==> src/rtl/entrada_valor_pkg.sv <==
// Shared types and widths for the IN-instruction input unit.
package pkg_entrada;

    // Width of the captured value; the immediate extender's valor input uses the same width.
    localparam int LARG_VALOR = 18;

    typedef enum logic [1:0] {
        OCIOSO       = 2'd0,
        ESPERA_SOLTO = 2'd1,
        ESPERA_PRESS = 2'd2,
        ENTREGA      = 2'd3
    } estado_entrada_t;

endpackage

==> src/rtl/entrada_valor_filtro.sv <==
// Confirm-button conditioning: synchroniser, debounce filter and press-edge detect.
module filtro_botao #(
    parameter int SYNC_STAGES  = 2,
    parameter int DEBOUNCE_CYC = 500000
) (
    input  logic clk,
    input  logic rst_n,
    input  logic botao,
    output logic db,
    output logic evt_press
);

    localparam int CNT_W = (DEBOUNCE_CYC > 1) ? $clog2(DEBOUNCE_CYC) : 1;
    localparam logic [CNT_W-1:0] CNT_MAX = CNT_W'(DEBOUNCE_CYC - 1);

    logic [SYNC_STAGES-1:0] r_sync;
    logic [CNT_W-1:0]       r_cnt;
    logic                   r_db;
    logic                   r_db_prev;
    logic                   w_botao_s;

    assign w_botao_s = r_sync[SYNC_STAGES-1];

    // Shift the raw button through the synchroniser chain.
    always_ff @(posedge clk or negedge rst_n) begin
        if (!rst_n) begin
            r_sync <= '0;
        end else begin
            r_sync <= {r_sync[SYNC_STAGES-2:0], botao};
        end
    end

    // The filtered level only moves after DEBOUNCE_CYC consecutive cycles of disagreement.
    always_ff @(posedge clk or negedge rst_n) begin
        if (!rst_n) begin
            r_cnt <= '0;
            r_db  <= 1'b0;
        end else if (w_botao_s == r_db) begin
            r_cnt <= '0;
        end else if (r_cnt == CNT_MAX) begin
            r_db  <= w_botao_s;
            r_cnt <= '0;
        end else begin
            r_cnt <= r_cnt + 1'b1;
        end
    end

    // Previous filtered level for rising-edge detection.
    always_ff @(posedge clk or negedge rst_n) begin
        if (!rst_n) begin
            r_db_prev <= 1'b0;
        end else begin
            r_db_prev <= r_db;
        end
    end

    assign db        = r_db;
    assign evt_press = r_db & ~r_db_prev;

endmodule

==> src/rtl/entrada_valor.sv <==
// IN-instruction input unit: stalls the datapath until the user confirms a switch value.
//
// state        | meaning
// OCIOSO       | no IN pending, stall follows req_in only
// ESPERA_SOLTO | IN pending, button still held from before; wait for release
// ESPERA_PRESS | IN pending, waiting for a fresh debounced press
// ENTREGA      | value captured, pronto strobe, stall released this cycle
module entrada_valor
    import pkg_entrada::*;
#(
    parameter int DATA_W       = LARG_VALOR,
    parameter int DEBOUNCE_CYC = 500000,
    parameter int SYNC_STAGES  = 2
) (
    input  logic              clk,
    input  logic              rst_n,
    input  logic [DATA_W-1:0] chaves,
    input  logic              botao,
    input  logic              req_in,
    output logic [DATA_W-1:0] valor,
    output logic              pronto,
    output logic              pausa,
    output logic              aguardando
);

    estado_entrada_t   r_estado;
    estado_entrada_t   w_prox;
    logic [DATA_W-1:0] r_chaves_sync [SYNC_STAGES];
    logic [DATA_W-1:0] r_valor;
    logic [DATA_W-1:0] w_chaves_s;
    logic              w_db;
    logic              w_evt_press;
    logic              w_captura;

    filtro_botao #(
        .SYNC_STAGES  (SYNC_STAGES),
        .DEBOUNCE_CYC (DEBOUNCE_CYC)
    ) u_filtro (
        .clk       (clk),
        .rst_n     (rst_n),
        .botao     (botao),
        .db        (w_db),
        .evt_press (w_evt_press)
    );

    assign w_chaves_s = r_chaves_sync[SYNC_STAGES-1];

    // Switch synchroniser chain.
    always_ff @(posedge clk or negedge rst_n) begin
        if (!rst_n) begin
            for (int i = 0; i < SYNC_STAGES; i++) begin
                r_chaves_sync[i] <= '0;
            end
        end else begin
            r_chaves_sync[0] <= chaves;
            for (int i = 1; i < SYNC_STAGES; i++) begin
                r_chaves_sync[i] <= r_chaves_sync[i-1];
            end
        end
    end

    // State register.
    always_ff @(posedge clk or negedge rst_n) begin
        if (!rst_n) begin
            r_estado <= OCIOSO;
        end else begin
            r_estado <= w_prox;
        end
    end

    // Next-state logic; dropping req_in while waiting aborts without a capture.
    always_comb begin
        w_prox = r_estado;
        case (r_estado)
            OCIOSO: begin
                if (req_in) begin
                    w_prox = w_db ? ESPERA_SOLTO : ESPERA_PRESS;
                end
            end
            ESPERA_SOLTO: begin
                if (!req_in) begin
                    w_prox = OCIOSO;
                end else if (!w_db) begin
                    w_prox = ESPERA_PRESS;
                end
            end
            ESPERA_PRESS: begin
                if (!req_in) begin
                    w_prox = OCIOSO;
                end else if (w_evt_press) begin
                    w_prox = ENTREGA;
                end
            end
            ENTREGA: begin
                w_prox = OCIOSO;
            end
            default: begin
                w_prox = OCIOSO;
            end
        endcase
    end

    // Output decode; the stall is gated by rst_n so it drops the moment reset asserts.
    always_comb begin
        w_captura  = (r_estado == ESPERA_PRESS) && req_in && w_evt_press;
        pronto     = (r_estado == ENTREGA);
        aguardando = (r_estado == ESPERA_SOLTO) || (r_estado == ESPERA_PRESS);
        pausa      = rst_n && req_in && (r_estado != ENTREGA);
    end

    // Captured value holds until the next capture or reset.
    always_ff @(posedge clk or negedge rst_n) begin
        if (!rst_n) begin
            r_valor <= '0;
        end else if (w_captura) begin
            r_valor <= w_chaves_s;
        end
    end

    assign valor = r_valor;

endmodule

==> config.mk <==
export PLATFORM = sky130hd
export DESIGN_NAME = entrada_valor
export DESIGN_NICKNAME = d
export VERILOG_FILES = /design/src/rtl/entrada_valor_pkg.sv /design/src/rtl/entrada_valor_filtro.sv /design/src/rtl/entrada_valor.sv
export SDC_FILE = /design/constraint.sdc
export NUM_CORES = 1
export LEC_CHECK = 0
export CORE_ASPECT_RATIO = 0.8
export CORE_MARGIN = 1.5
export CORE_UTILIZATION = 40
export CTS_BUF_LIST = sky130_fd_sc_hd__clkbuf_16
export DETAILED_ROUTE_END_ITERATION = 10
export GPL_ROUTABILITY_DRIVEN = 1
export PLACE_DENSITY = 0.59
export SLEW_MARGIN = 0
export SYNTH_ARGS = -nofsm -noshare
export SYNTH_HDL_FRONTEND = slang
export SYNTH_SLANG_ARGS = --single-unit
==> constraint.sdc <==
create_clock -name clk -period 2.68 [get_ports clk]
set_clock_uncertainty 0.2 [all_clocks]
set_input_delay 0.536 -clock clk [delete_from_list [all_inputs] [get_ports clk]]
set_output_delay 0.536 -clock clk [all_outputs]
set_load 0.02 [all_outputs]
==> reports/metrics.cfg <==
[critical_path]
critPathSlowestCell=clkdlybuf4s50_1
crit_arrival_ns=1.75
critPathMaxFanout=2
r2r_start=u_filtro.r_cnt[0]$_DFF_PN0_
rrSetupSlack_ns=0.52
cpPeakStageDelay_ns=0.60
critPathRequiredTime_ns=1.94
r2r_cells=5
crit_family=buffers and inverters
cpMostUsedCell=clkdlybuf4s50_1
worstSetupPathType=in2out
worstReg2RegEnd=u_filtro.r_cnt[18]$_DFF_PN0_
crit_path_end_kind=output port
worst-path-buf-inv=2
critical_path.startpoint=req_in
critical_path.cell_chain=clkdlybuf4s50_1 -> nand2_1 -> nor2_1 -> clkdlybuf4s50_1
start_kind=input pin

[worst_hold_path]
hold_path.class=in2async

[logic_synthesis]
ys_async_sr_fraction_pct=100.0
syn_inst=199
synth_edf_count=0
syn_nets=227
synthesis.area_um2=2866
ys_types=32
synth_flop_cell=dfrtp_1
yosysSeqAreaShare_pct=68.97
syn_area_per_cell_um2=14.40
ys_seq_elements=79
yosysWarningCount=0

[global_route]
grt_pass1_wl_um=7817
globalRouteMet3Util_pct=5.634
grt-busiest-layer=met2
grt_pass1_vias=1584
gr-usage-met1_pct=18.50
use_met2_pct=19.03
grt_max_degree=53
grt-ovfl-total=0
antenna_found_initial=0
grt_use_total_pct=13.64

[die]
die_area_um2=7686
io_pins=43
initial_core_util_pct=41.39
core_area_um2=6925
die_height_um=78.72
die_w_um=97.65
rows=27

[clock_tree]
clkTransAtPathRegs_ns=0.06
hold_buffers=0
clock-root-buffer=clkbuf_16
cts_max_level=3
post_cts_resize_count=0
cts.sinks=79
post_cts_buffers=0
cts_max_path_buffers=2
cts_made_buffers=9
cts_tree=yes
clk-insertion-delay-late_ns=0.33

[power_and_ir_drop]
peakVddDrop_uv=414.5
p_per_area_nw_per_um2=700.6
leakage_nw=1.635

[cells_and_area]
insertedDiodeCount=0
drive_gt1_share_pct=18.36
final_nets=280
syn_to_final_growth_pct=27.85
stdcell_area_um2=3665

[timing]
finalCritPeriodShare_pct=92.85
hold_viol=0
slew_violations=0
slew_headroom_pct=56.47
holdWs_ns=0.02682
min_period_ns=2.488
timing.fmax_mhz=401.9
tightest_slew_ns=0.6529
setup_viol=0
rsz0062_at_grt=no
fin_tns_setup_ns=0

[job]
maxCapViolCount=0

[run_status]
outcome=completed

[placed_design]
hpwl_um=3021
place_area_um2=3402
finalWeightedCongestion=0.7274
port_buffers=42

[routing]
ant_nets=0
routed_wl_um=4720
vias=1644
drc=0
vias_per_cell=4.793
drtIter0Drc=72
first_pass_iters=4
routedWlPerCell_um=13.76

worst register-to-register path: cells and delay by family (launching register included):
| family | cells | cell delay (ns) |
|---|---|---|
| AND/OR/NAND/NOR | 3 | 1.09 |
| flip-flops | 1 | 0.39 |
| adder cells (fa/ha/maj) | 1 | 0.25 |
| AO/OA/AOI/OAI | 1 | 0.16 |
cells in the final DEF, fill, tap and decap left out, drive strengths merged, types with 2 or more instances in the layout:
cell type / synthesis / layout
clkdlybuf4s50: 0 / 41
or3: 2 / 2
or2: 2 / 2
or4: 2 / 2
ha: 6 / 6
clkinvlp: 0 / 2
dfrtp: 79 / 79
a21oi: 4 / 4
nand4: 5 / 5
inv: 5 / 7
nor2: 19 / 19
xor2: 5 / 5
o21ai: 2 / 2
clkbuf: 1 / 9
nand3: 5 / 5
buf: 3 / 5
o31ai: 3 / 3
nor4: 5 / 5
xnor2: 10 / 10
clkinv: 0 / 2
mux2: 20 / 20
mux2i: 3 / 3
nand2: 9 / 9
nor3: 4 / 4
per-layer routing:
| layer | share of wire (%) | wire length (um) | up-vias |
|---|---|---|---|
| li1 | - | - | 782 |
| met1 | 53 | 2492 | 822 |
| met2 | 42 | 1990 | 32 |
| met3 | 3.2 | 151 | 8 |
| met4 | 1.8 | 85 | 0 |
| met5 | 0 | 0 | - |
report_power, final:
group	internal [mW]	total (mW)	switching (mW)
combinational	0.116	0.236	0.120
clock	0.617	1.07	0.457
sequential	1.24	1.26	0.0194
sequential cells by signal (all words and copies together) (netlist names):
signal / count
u_filtro.r_cnt: 19
r_chaves_sync: 18
valor: 18
w_chaves_s: 18
r_estado: 2
u_filtro.r_sync: 2
u_filtro.db: 1
u_filtro.r_db_prev: 1
Yosys cell counts, types with 2 or more instances:
cell,instances,area [um^2]
a21oi_1,3,15.01
buf_2,2,10.01
dfrtp_1,79,1977
ha_1,6,75.07
inv_1,5,18.77
mux2_2,20,225.2
mux2i_1,3,30.03
nand2_1,9,33.78
nand3_1,5,25.02
nand4_1,4,25.02
nor2_1,19,71.32
nor3_1,4,20.02
nor4_1,5,31.28
o21ai_0,2,10.01
o31ai_1,2,15.01
or2_2,2,12.51
xnor2_1,10,87.58
xor2_1,5,43.79
worst max path at each step:
stage	end	cells after the start
after floorplan	u_filtro.r_cnt[9]$_DFF_PN0_	6
after global placement	pausa	4
after detailed placement	pausa	4
after CTS	pausa	4
after global routing	pausa	4
final	pausa	4
cell families after synthesis:
family                   synth area share [%]
multiplexers                            8.905
adder cells (fa/ha/maj)                 2.619
XOR/XNOR                                4.583
AO/OA/AOI/OAI                           2.750
buffers and inverters                   1.397
flip-flops                              68.97
AND/OR/NAND/NOR                         10.78
final cells by class:
cell class / instances / area, um^2
fillers: 589 / 3261
multi-input cells: 111 / 849.6
flip-flops and latches: 79 / 1977
well taps: 87 / 108.9
repair buffers: 46 / 447.9
inverters: 5 / 18.77
clock buffers: 9 / 225.2
clock inverters: 6 / 37.54
metrics by stage:
stage | util (%) | worst slack [ns] | cells | power [mW]
6_report | 52.92 | 0.1917 | 343 | 2.568
5_1_grt | 52.92 | 0.1309 | 343 | 2.693
4_1_cts | 52.92 | 0.1811 | 343 | 2.612
3_5_place_dp | 49.12 | 0.1889 | 328 | 1.521
3_3_place_gp | 49.12 | 0.2060 | 328 | 1.523
2_1_floorplan | - | 0.6463 | 199 | 1.412
Note: power is estimated with default switching activity, not from simulation.
==> edit: new RTL, config.mk and constraints unchanged <==
The package constant `LARG_VALOR` goes from 18 to 36.
--- a/src/rtl/entrada_valor_pkg.sv
+++ b/src/rtl/entrada_valor_pkg.sv
@@ -3,5 +3,5 @@
 
     // Width of the captured value; the immediate extender's valor input uses the same width.
-    localparam int LARG_VALOR = 18;
+    localparam int LARG_VALOR = 36;
 
     typedef enum logic [1:0] {
Ports: changed (resized chaves and valor); port bits go from 43 to 79. No check against the original RTL was run, so the function may have changed too.
==> edit against the unedited design <==
- synthesized area grew 55%
- sequential share of layout area grew 1.3 points
- clock power grew 120%
- register-to-register slack got worse by 0.05 ns
- worst setup slack gained 0.0086 ns
- cell area up 64%
- wire length rose by 50%
- synthesized cell count grew 37%
- sequential power grew 67%
- power up 85%
- sequential cell count up 54
- critical path depth fell by 1
- critical path type is now register to output port
- highest routed layer unchanged
==> edit: results (changes against the unedited design) <==
M2 GR Usage=0.1932 (+0.002904); synth top area cells=dfrtp_1, mux2_2, xnor2_1; synthesized area per cell=16.23 sq um (+13%); via count=2393 (+46%); hpwl dp=4.443 mm (+47%); metal3 WL=443 um (+190%); share of post-route cells with drive strength above 1=0.2100 (+0.02638); Lkg Pwr=2.716 nW (+66%); Synth Area in Adders=0.01694 (-0.009245); worst-margin pin slew=0.6866 ns (+0.03371 ns); DR WL/cell=13.50 um (-1.9%); met1 usage=0.1837 (-0.001261); Finished Layout Cells=525 (+53%); post-synthesis sequential area ratio=0.7512 (+0.06155); DRT iter0 DRCs=117 (+63%); synth cell count leaders=dfrtp_1, mux2_2, nor2_1; worst skew pair latency=0.40 ns (+0.07 ns); global-route wire length before repair=11.96 mm (+53%); met1 wire length=3.381 mm (+36%); clock buffer count from CTS=17 (+8); port bufs=78 (+86%); Synth Area in Compound Gates=0.01779 (-0.009707); metal2 WL=3.189 mm (+60%); GRT Total Usage=0.1365 (about the same); critical path fanouts, max=4 (+2); mux share of post-synthesis cell area=0.1034 (+0.01432); xor/xnor share of the synthesized area=0.02965 (-0.01618); met3 Usage GRT=0.06162 (+0.005282); placer congestion estimate=0.7508 (+3.2%); outcome=complete, no violations; Worst VDD drop=0.3971 mV (-4.2%); largest net degree at the start of global routing=134 (+150%)
==> edit: final cells by class <==
cell class	instances	area [sq um]
clock buffer	17	425.4
timing repair buffer	83	832.0
inverter	5	18.77
clock inverter	14	185.2
sequential	133	3328
tap	144	180.2
fill	881	4826
multi-input combinational	129	1052
==> edit: path summary, 6_finish.rpt <==
check	start	endpoint	slack [ns]	depth (start not counted)
setup / recovery	r_estado[0]	aguardando	0.20	3
hold / removal	rst_n	w_chaves_s[7]	0.01	2
setup reg to reg	u_filtro.r_cnt[0]	u_filtro.r_cnt[18]	0.47	5
hold reg to reg	r_chaves_sync[48]	w_chaves_s[12]	0.15	0
max in group asynchronous	rst_n	w_chaves_s[0]	1.73	2
min in group clk	r_chaves_sync[48]	w_chaves_s[12]	0.15	0
==> edit: power breakdown <==
group | switching (mW) | internal (mW)
clock | 0.811 | 1.54
sequential | 0.0263 | 2.08
combinational | 0.140 | 0.141
